File: src/rtl/cache_mem_arbiter.sv
// cache_mem_arbiter: shares one memory beat port between Icache refills and
// Dcache refill/writeback bursts, alternating ownership on simultaneous requests.
module cache_mem_arbiter #(
  parameter int AW = 32,
  parameter int DW = 32,
  parameter int BURST_LEN = 4
) (
  input  logic          clk,
  input  logic          rst,
  input  logic          ic_req,
  input  logic [AW-1:0] ic_addr,
  output logic          ic_rvalid,
  output logic          ic_done,
  input  logic          dc_req,
  input  logic          dc_we,
  input  logic [AW-1:0] dc_addr,
  input  logic [DW-1:0] dc_wdata,
  output logic          dc_wnext,
  output logic          dc_rvalid,
  output logic          dc_done,
  output logic [DW-1:0] rdata,
  output logic          mem_req,
  output logic          mem_we,
  output logic [AW-1:0] mem_addr,
  output logic [DW-1:0] mem_wdata,
  input  logic [DW-1:0] mem_rdata,
  input  logic          mem_ack
);
  localparam int CW = $clog2(BURST_LEN);
  localparam int LB = CW + 2;
  localparam logic [AW-1:0] MASK = {{(AW-LB){1'b1}}, {LB{1'b0}}};
  typedef enum logic [1:0] {IDLE, BUSY_IC, BUSY_DC} state_t;
  state_t state;
  logic [AW-1:0] base;
  logic we;
  logic [CW-1:0] cnt;
  logic last_dc;
  logic busy, last, ic_win, rd;
  assign busy   = state != IDLE;
  assign last   = busy && mem_ack && cnt == CW'(BURST_LEN - 1);
  // Icache wins a tie only when the Dcache was served last
  assign ic_win = ic_req && (!dc_req || last_dc);
  assign rd     = busy && mem_ack && !we;
  always_ff @(posedge clk or posedge rst) begin
    if (rst) begin
      state   <= IDLE;
      base    <= '0;
      we      <= 1'b0;
      cnt     <= '0;
      last_dc <= 1'b1;
    end else if (state == IDLE) begin
      if (ic_req || dc_req) begin
        state <= ic_win ? BUSY_IC : BUSY_DC;
        base  <= (ic_win ? ic_addr : dc_addr) & MASK;
        we    <= !ic_win && dc_we;
        cnt   <= '0;
      end
    end else if (mem_ack) begin
      cnt <= cnt + CW'(1);
      if (last) begin
        state   <= IDLE;
        last_dc <= state == BUSY_DC;
      end
    end
  end
  assign mem_req   = busy;
  assign mem_we    = busy && we;
  assign mem_addr  = busy ? base + AW'({cnt, 2'b00}) : '0;
  assign mem_wdata = busy ? dc_wdata : '0;
  assign rdata     = busy ? mem_rdata : '0;
  assign ic_rvalid = rd && state == BUSY_IC;
  assign dc_rvalid = rd && state == BUSY_DC;
  assign dc_wnext  = state == BUSY_DC && we && mem_ack;
  assign ic_done   = last && state == BUSY_IC;
  assign dc_done   = last && state == BUSY_DC;
endmodule

File: config.mk
export PLATFORM = sky130hd
export DESIGN_NAME = cache_mem_arbiter
export DESIGN_NICKNAME = d
export VERILOG_FILES = /design/src/rtl/cache_mem_arbiter.sv
export SDC_FILE = /design/constraint.sdc
export NUM_CORES = 1
export LEC_CHECK = 0
export BUFFER_PORTS_ARGS = -buffer_cell sky130_fd_sc_hd__buf_2
export CORE_AREA = 2 2 93 95
export DETAILED_ROUTE_END_ITERATION = 7
export DIE_AREA = 0 0 95 97
export GPL_ROUTABILITY_DRIVEN = 1
export GPL_TIMING_DRIVEN = 0
export HOLD_SLACK_MARGIN = 0.08
export PLACE_DENSITY = 0.68
export SYNTH_ARGS = -nofsm -noshare
export SYNTH_HDL_FRONTEND = slang
export SYNTH_SLANG_ARGS = --single-unit
File: constraint.sdc
create_clock -name clk -period 3.2 [get_ports clk]
set_input_delay 0.96 -clock clk [delete_from_list [all_inputs] [get_ports clk]]
set_output_delay 0.96 -clock clk [all_outputs]
set_load 0.02 [all_outputs]
## Word-level counts from Yosys, hierarchy flattened

Cells that the tools add are included.

- Word-level logic and storage cells: 49
- Register bits: 34
- Output and inout port bits: 103
- Input bits: 134

- Bitwise operators: 1
- Equality and inequality tests: 4
- Mux-type cells: 12
- Add/subtract/negate cells: 2
- Reductions and logical operators: 25

Operator list:

| cell | count |
|---|---|
| $mux 32 | 4 |
| $add 32x4->32 | 1 |
| $mux 2 | 8 |
| $logic_and 1x1->1 | 12 |
| $reduce_and 3->1 | 2 |
| $reduce_bool 2->1 | 3 |
| $eq 2x2->1 const B | 2 |
| $reduce_and 2->1 | 2 |
| $logic_not 1->1 | 3 |
| $add 2x1->2 const B | 1 |
| $eq 2x1->1 const B | 1 |
| $logic_not 2->1 | 1 |
| $logic_or 1x1->1 | 2 |
| $ne 2x1->1 const B | 1 |
| $not 1->1 | 1 |

## Longest topological paths before layout

- Word-level depth: 6
- Depth in mapped cells: 6
- Mapped depth without buffers: 4

## Least setup slack after synthesis

No wires, ideal clock.

- Kind: register to output
- Start point: reg state[1]
- End point: out rdata[12]
- Setup slack: 0.873 ns
- Cell stages (with the launch flop): 6
- Data required time: 2.240 ns
- Data arrival time: 1.367 ns
- Cells stage by stage: dfrtp_1 or2_1 buf_6 buf_6 clkbuf_1 and2_1

- Cells in the longest elaborated chain, start to end: 2

Ends and longest elaborated chain:

| item | line | RTL |
|---|---|---|
| start: declaration | 33 | `state_t state;` |
| start signal: assignment | 53 | `state <= ic_win ? BUSY_IC : BUSY_DC;` |
| $reduce_bool 2->1 | 39 | `assign busy = state != IDLE;` |
| via mem_req | 22 | `output logic mem_req,` |
| $mux 32 | 70 | `assign rdata = busy ? mem_rdata : '0;` |
| end: declaration | 21 | `output logic [DW-1:0] rdata,` |

The timed path passes the listed nets, and every way through them passes these cells.

## Final worst setup path

- Start point: reg state[1]
- End point: out mem_addr[12]

- Cells in the longest elaborated chain, start to end: 2

Ends and longest elaborated chain:

| item | line | RTL |
|---|---|---|
| $reduce_bool 2->1 | 39 |  |
| $mux 32 | 68 | `assign mem_addr = busy ? base + AW'({cnt, 2'b00}) : '0;` |
| end: declaration | 24 | `output logic [AW-1:0] mem_addr,` |

Every way passes these cells.

==> impl_summary.log <==
[metrics] maximum frequency from static timing analysis: about 350 MHz
[metrics] clock tree from TritonCTS: yes
[metrics] setup bufs post-CTS: 0
[metrics] placed instance count: between 600 and 700
[metrics] Max Cap Viol: 0
[metrics] final routed wire length divided by cell count: 16.0 microns
[metrics] total inserted antenna cells: 0
[metrics] share of layout cells above drive strength 1: 47.9%
[metrics] final setup violation count: 0
[metrics] flip-flop cell with the highest count after synthesis: sky130_fd_sc_hd__dfrtp_1
[metrics] DRT iter0 DRCs: 61
[metrics] post-synthesis sequential element count: 34
[metrics] HP Class: reg -> reg
[metrics] overall via count from detail_route: between 3000 and 4000
[metrics] Setup Total Neg Slack: 0 ps
[metrics] cell type of the slowest stage on the worst timing path: sky130_fd_sc_hd__dfrtp_1
[metrics] VDD IR max: roughly 0.40 mV
[metrics] post-cts hold buffer count: 0
[metrics] critical path class: reg -> out
[metrics] switching share of total power: 48.3%
[metrics] share of total power in sequential cells: 22.1%
[metrics] clock tree skew after final layout: about 3.3 ps
[metrics] RSZ-0062 raised after global routing: no
[metrics] number of H-tree branching levels: 2
[metrics] Fillers: about 830
[metrics] Max Transition Viols Final: 0
[metrics] post-layout net count: 647
[metrics] maximum number of pins on one net before global-route repair: 35
[metrics] standby leakage power: a little under 2 nW
[metrics] period utilisation layout: 90.3%
[metrics] total power per unit cell area: 891 nW/um^2
[metrics] area of the core region: 8130 sq um
[metrics] power share of the clock group: 8.7%
[metrics] critical-path cell list: or2_1, buf_6, buf_6, buf_6, clkbuf_1, and2_1, buf_2
[metrics] GP Congestion: 0.791
[metrics] remaining routing DRC violations: 0
[metrics] Synth Cell Area: 2530 sq um
[metrics] Warnings, synthesis: 0
[metrics] transition time at the pin with the least slew margin: approximately 760 ps
[metrics] combinational share of power: between 60% and 70%
[metrics] result of the run: complete, no violations
[metrics] share of async-settable or async-resettable flops after synthesis: 100%
[metrics] count of input and output buffers: 226
[metrics] initial antenna violation count: 0
[metrics] final-report hold violation count: 0
[metrics] number of nets with antenna violations after routing: 0
[metrics] maximum root-to-sink buffer count: 2
[metrics] row count: 33
[metrics] Gates resized, CTS repair: 0
[metrics] critical path's most frequent cell: sky130_fd_sc_hd__buf_6
[metrics] Boundary Pins: 237
[metrics] initial standard-cell utilization of the core: 31.1%
[metrics] most common cell after layout, fill and taps aside: sky130_fd_sc_hd__buf_2
[metrics] Die Area: 9220 sq um
[metrics] die boundary height: 97 microns
[metrics] drt via density: 4.90
[metrics] clock latency reported for the late side of the worst-skew pair: 280 ps
[metrics] area added between synthesis and finish: 53.0%
[metrics] highest fanout seen on the critical path: 10
[metrics] root buffer cell: sky130_fd_sc_hd__clkbuf_8
[metrics] clock-pin slew of the registers on the worst-case setup and hold paths: 70 ps
[metrics] number of clock sinks seen by CTS: 34
[metrics] crit path DAT: 1930 ps
[metrics] Horiz. Die Dim: 95 microns
[metrics] number of synthesized flops with an enable pin: 0
[metrics] required time of the critical path: around 2200 ps
[metrics] Initial DRT Pass Iterations: 4
[metrics] post-route minimum period: 2890 ps
[metrics] portion of the post-synthesis area used by sequential elements: 33.6%
[metrics] first-pass GRT wire length: 15.0 mm
[metrics] global router's overall resource usage: 20.4%
[metrics] internal portion of total power: 1.79 mW
[metrics] grt total ovfl: 0
[metrics] switching power summed over all nets: around 1.7 mW
[metrics] sum of routed wire length over all layers: a little under 10 mm
[metrics] count of cell types in the netlist: 28
[metrics] average instance area after synthesis: about 9 sq um
[metrics] relative slew slack: roughly half
[metrics] number of global-route vias before repair: 3018
[metrics] post-synthesis instance total: around 280
[metrics] slowest stage delay, CP: approximately 420 ps
[metrics] number of CTS-inserted buffers: 5
[metrics] CP startpoint kind: flip-flop
[metrics] type of destination of the critical path: output port
[metrics] commonest non-fill, non-tap cells in the layout: 228 x sky130_fd_sc_hd__buf_2, 95 x sky130_fd_sc_hd__and2_1, 33 x sky130_fd_sc_hd__dfrtp_1
[metrics] non-filler instance count after layout: 617
[metrics] detailed placement HPWL: 7.75 mm
[sequential cells by signal, summed over array words and instances (netlist names)]
register / count
we: 1
state: 2
base: 28
last_dc: 1
cnt: 2
[through the flow]
stage | hold slack, ps | worst slack (ps) | instance area, sq um | total power, mW | utilization, %
finish | 504 | 310 | 3880 | 3.45 | 47.7
global route | 517 | 156 | 3880 | 3.70 | 47.7
CTS | 506 | 279 | 3880 | 3.50 | 47.7
detailed placement | 490 | 595 | 3800 | 3.18 | 46.7
global placement | 482 | 565 | 3800 | 3.14 | 46.7
floorplan | 462 | 873 | 2540 | 2.38 | -
[final cells by class]
cell class | instances | area, sq um | share of cell area, %
Inverter | 1 | 3.75 | 0.0968
Clock buffer | 7 | 76.3 | 1.97
Tap cell | 105 | 131 | 3.39
Multi-Input combinational cell | 210 | 1510 | 38.9
Sequential cell | 34 | 852 | 22.0
Timing Repair Buffer | 226 | 1130 | 29.2
Buffer | 34 | 175 | 4.52
[power by group through the flow]
stage / clock network [mW] / registers (mW) / logic [mW]
final: 0.301 / 0.764 / 2.39
after global routing: 0.333 / 0.787 / 2.58
after CTS: 0.316 / 0.764 / 2.42
after detailed placement: 0 / 0.772 / 2.41
after global placement: 0 / 0.763 / 2.38
after floorplan: 0 / 0.735 / 1.65
[logic make-up after synthesis]
kind of cell               count (synthesis)  share of synthesized area [%]
buffers and inverters                     35                           7.06
DFF                                       34                           33.6
adders and majority gates                  1                          0.494
other                                      1                          0.148
AOI/OAI and AO/OA                         94                           31.7
and+or+nand+nor                          113                           27.0
[cells in the mapped netlist, types with 2 or more instances]
library cell | instances | share of area [%]
sky130_fd_sc_hd__buf_6 | 4 | 1.8
sky130_fd_sc_hd__nor2_1 | 6 | 0.89
sky130_fd_sc_hd__dfrtp_1 | 33 | 33
sky130_fd_sc_hd__buf_4 | 4 | 1.2
sky130_fd_sc_hd__buf_2 | 2 | 0.40
sky130_fd_sc_hd__or2_1 | 2 | 0.49
sky130_fd_sc_hd__nand2b_1 | 3 | 0.74
sky130_fd_sc_hd__o22a_1 | 28 | 9.7
sky130_fd_sc_hd__a21boi_0 | 27 | 8.0
sky130_fd_sc_hd__and2_1 | 95 | 23
sky130_fd_sc_hd__o21ai_0 | 3 | 0.59
sky130_fd_sc_hd__nand2_1 | 4 | 0.59
sky130_fd_sc_hd__a31oi_1 | 2 | 0.49
sky130_fd_sc_hd__clkbuf_1 | 24 | 3.6
sky130_fd_sc_hd__a311o_1 | 28 | 11
[worst max-delay path: cells and delay by family, from the launching register on]
kind          cells  cell delay [ps]
buf+inv           5              770
flops             1              420
simple gates      2              460
[path summary, 6_finish.rpt]
check                           slack, ps  cells past startpoint  startpoint            to
worst max-delay path                  310                      7    state[1]  mem_addr[12]
worst min-delay path                  500                      1    base[23]      base[23]
worst max register to register       1380                      5     last_dc       base[8]
worst min register to register        500                      1    base[23]      base[23]
max in group asynchronous            1910                      2         rst      base[27]
min in group asynchronous             810                      2         rst      base[12]
[metal layers]
layer,global-route usage [%],wire length (microns),vias to the layer above
li1,-,-,1459
met1,23.3,3890,1406
met2,37.0,4960,143
met3,5.45,878,15
met4,4.68,165,0
met5,0,0,-
Note: power is estimated with default switching activity, not from simulation.
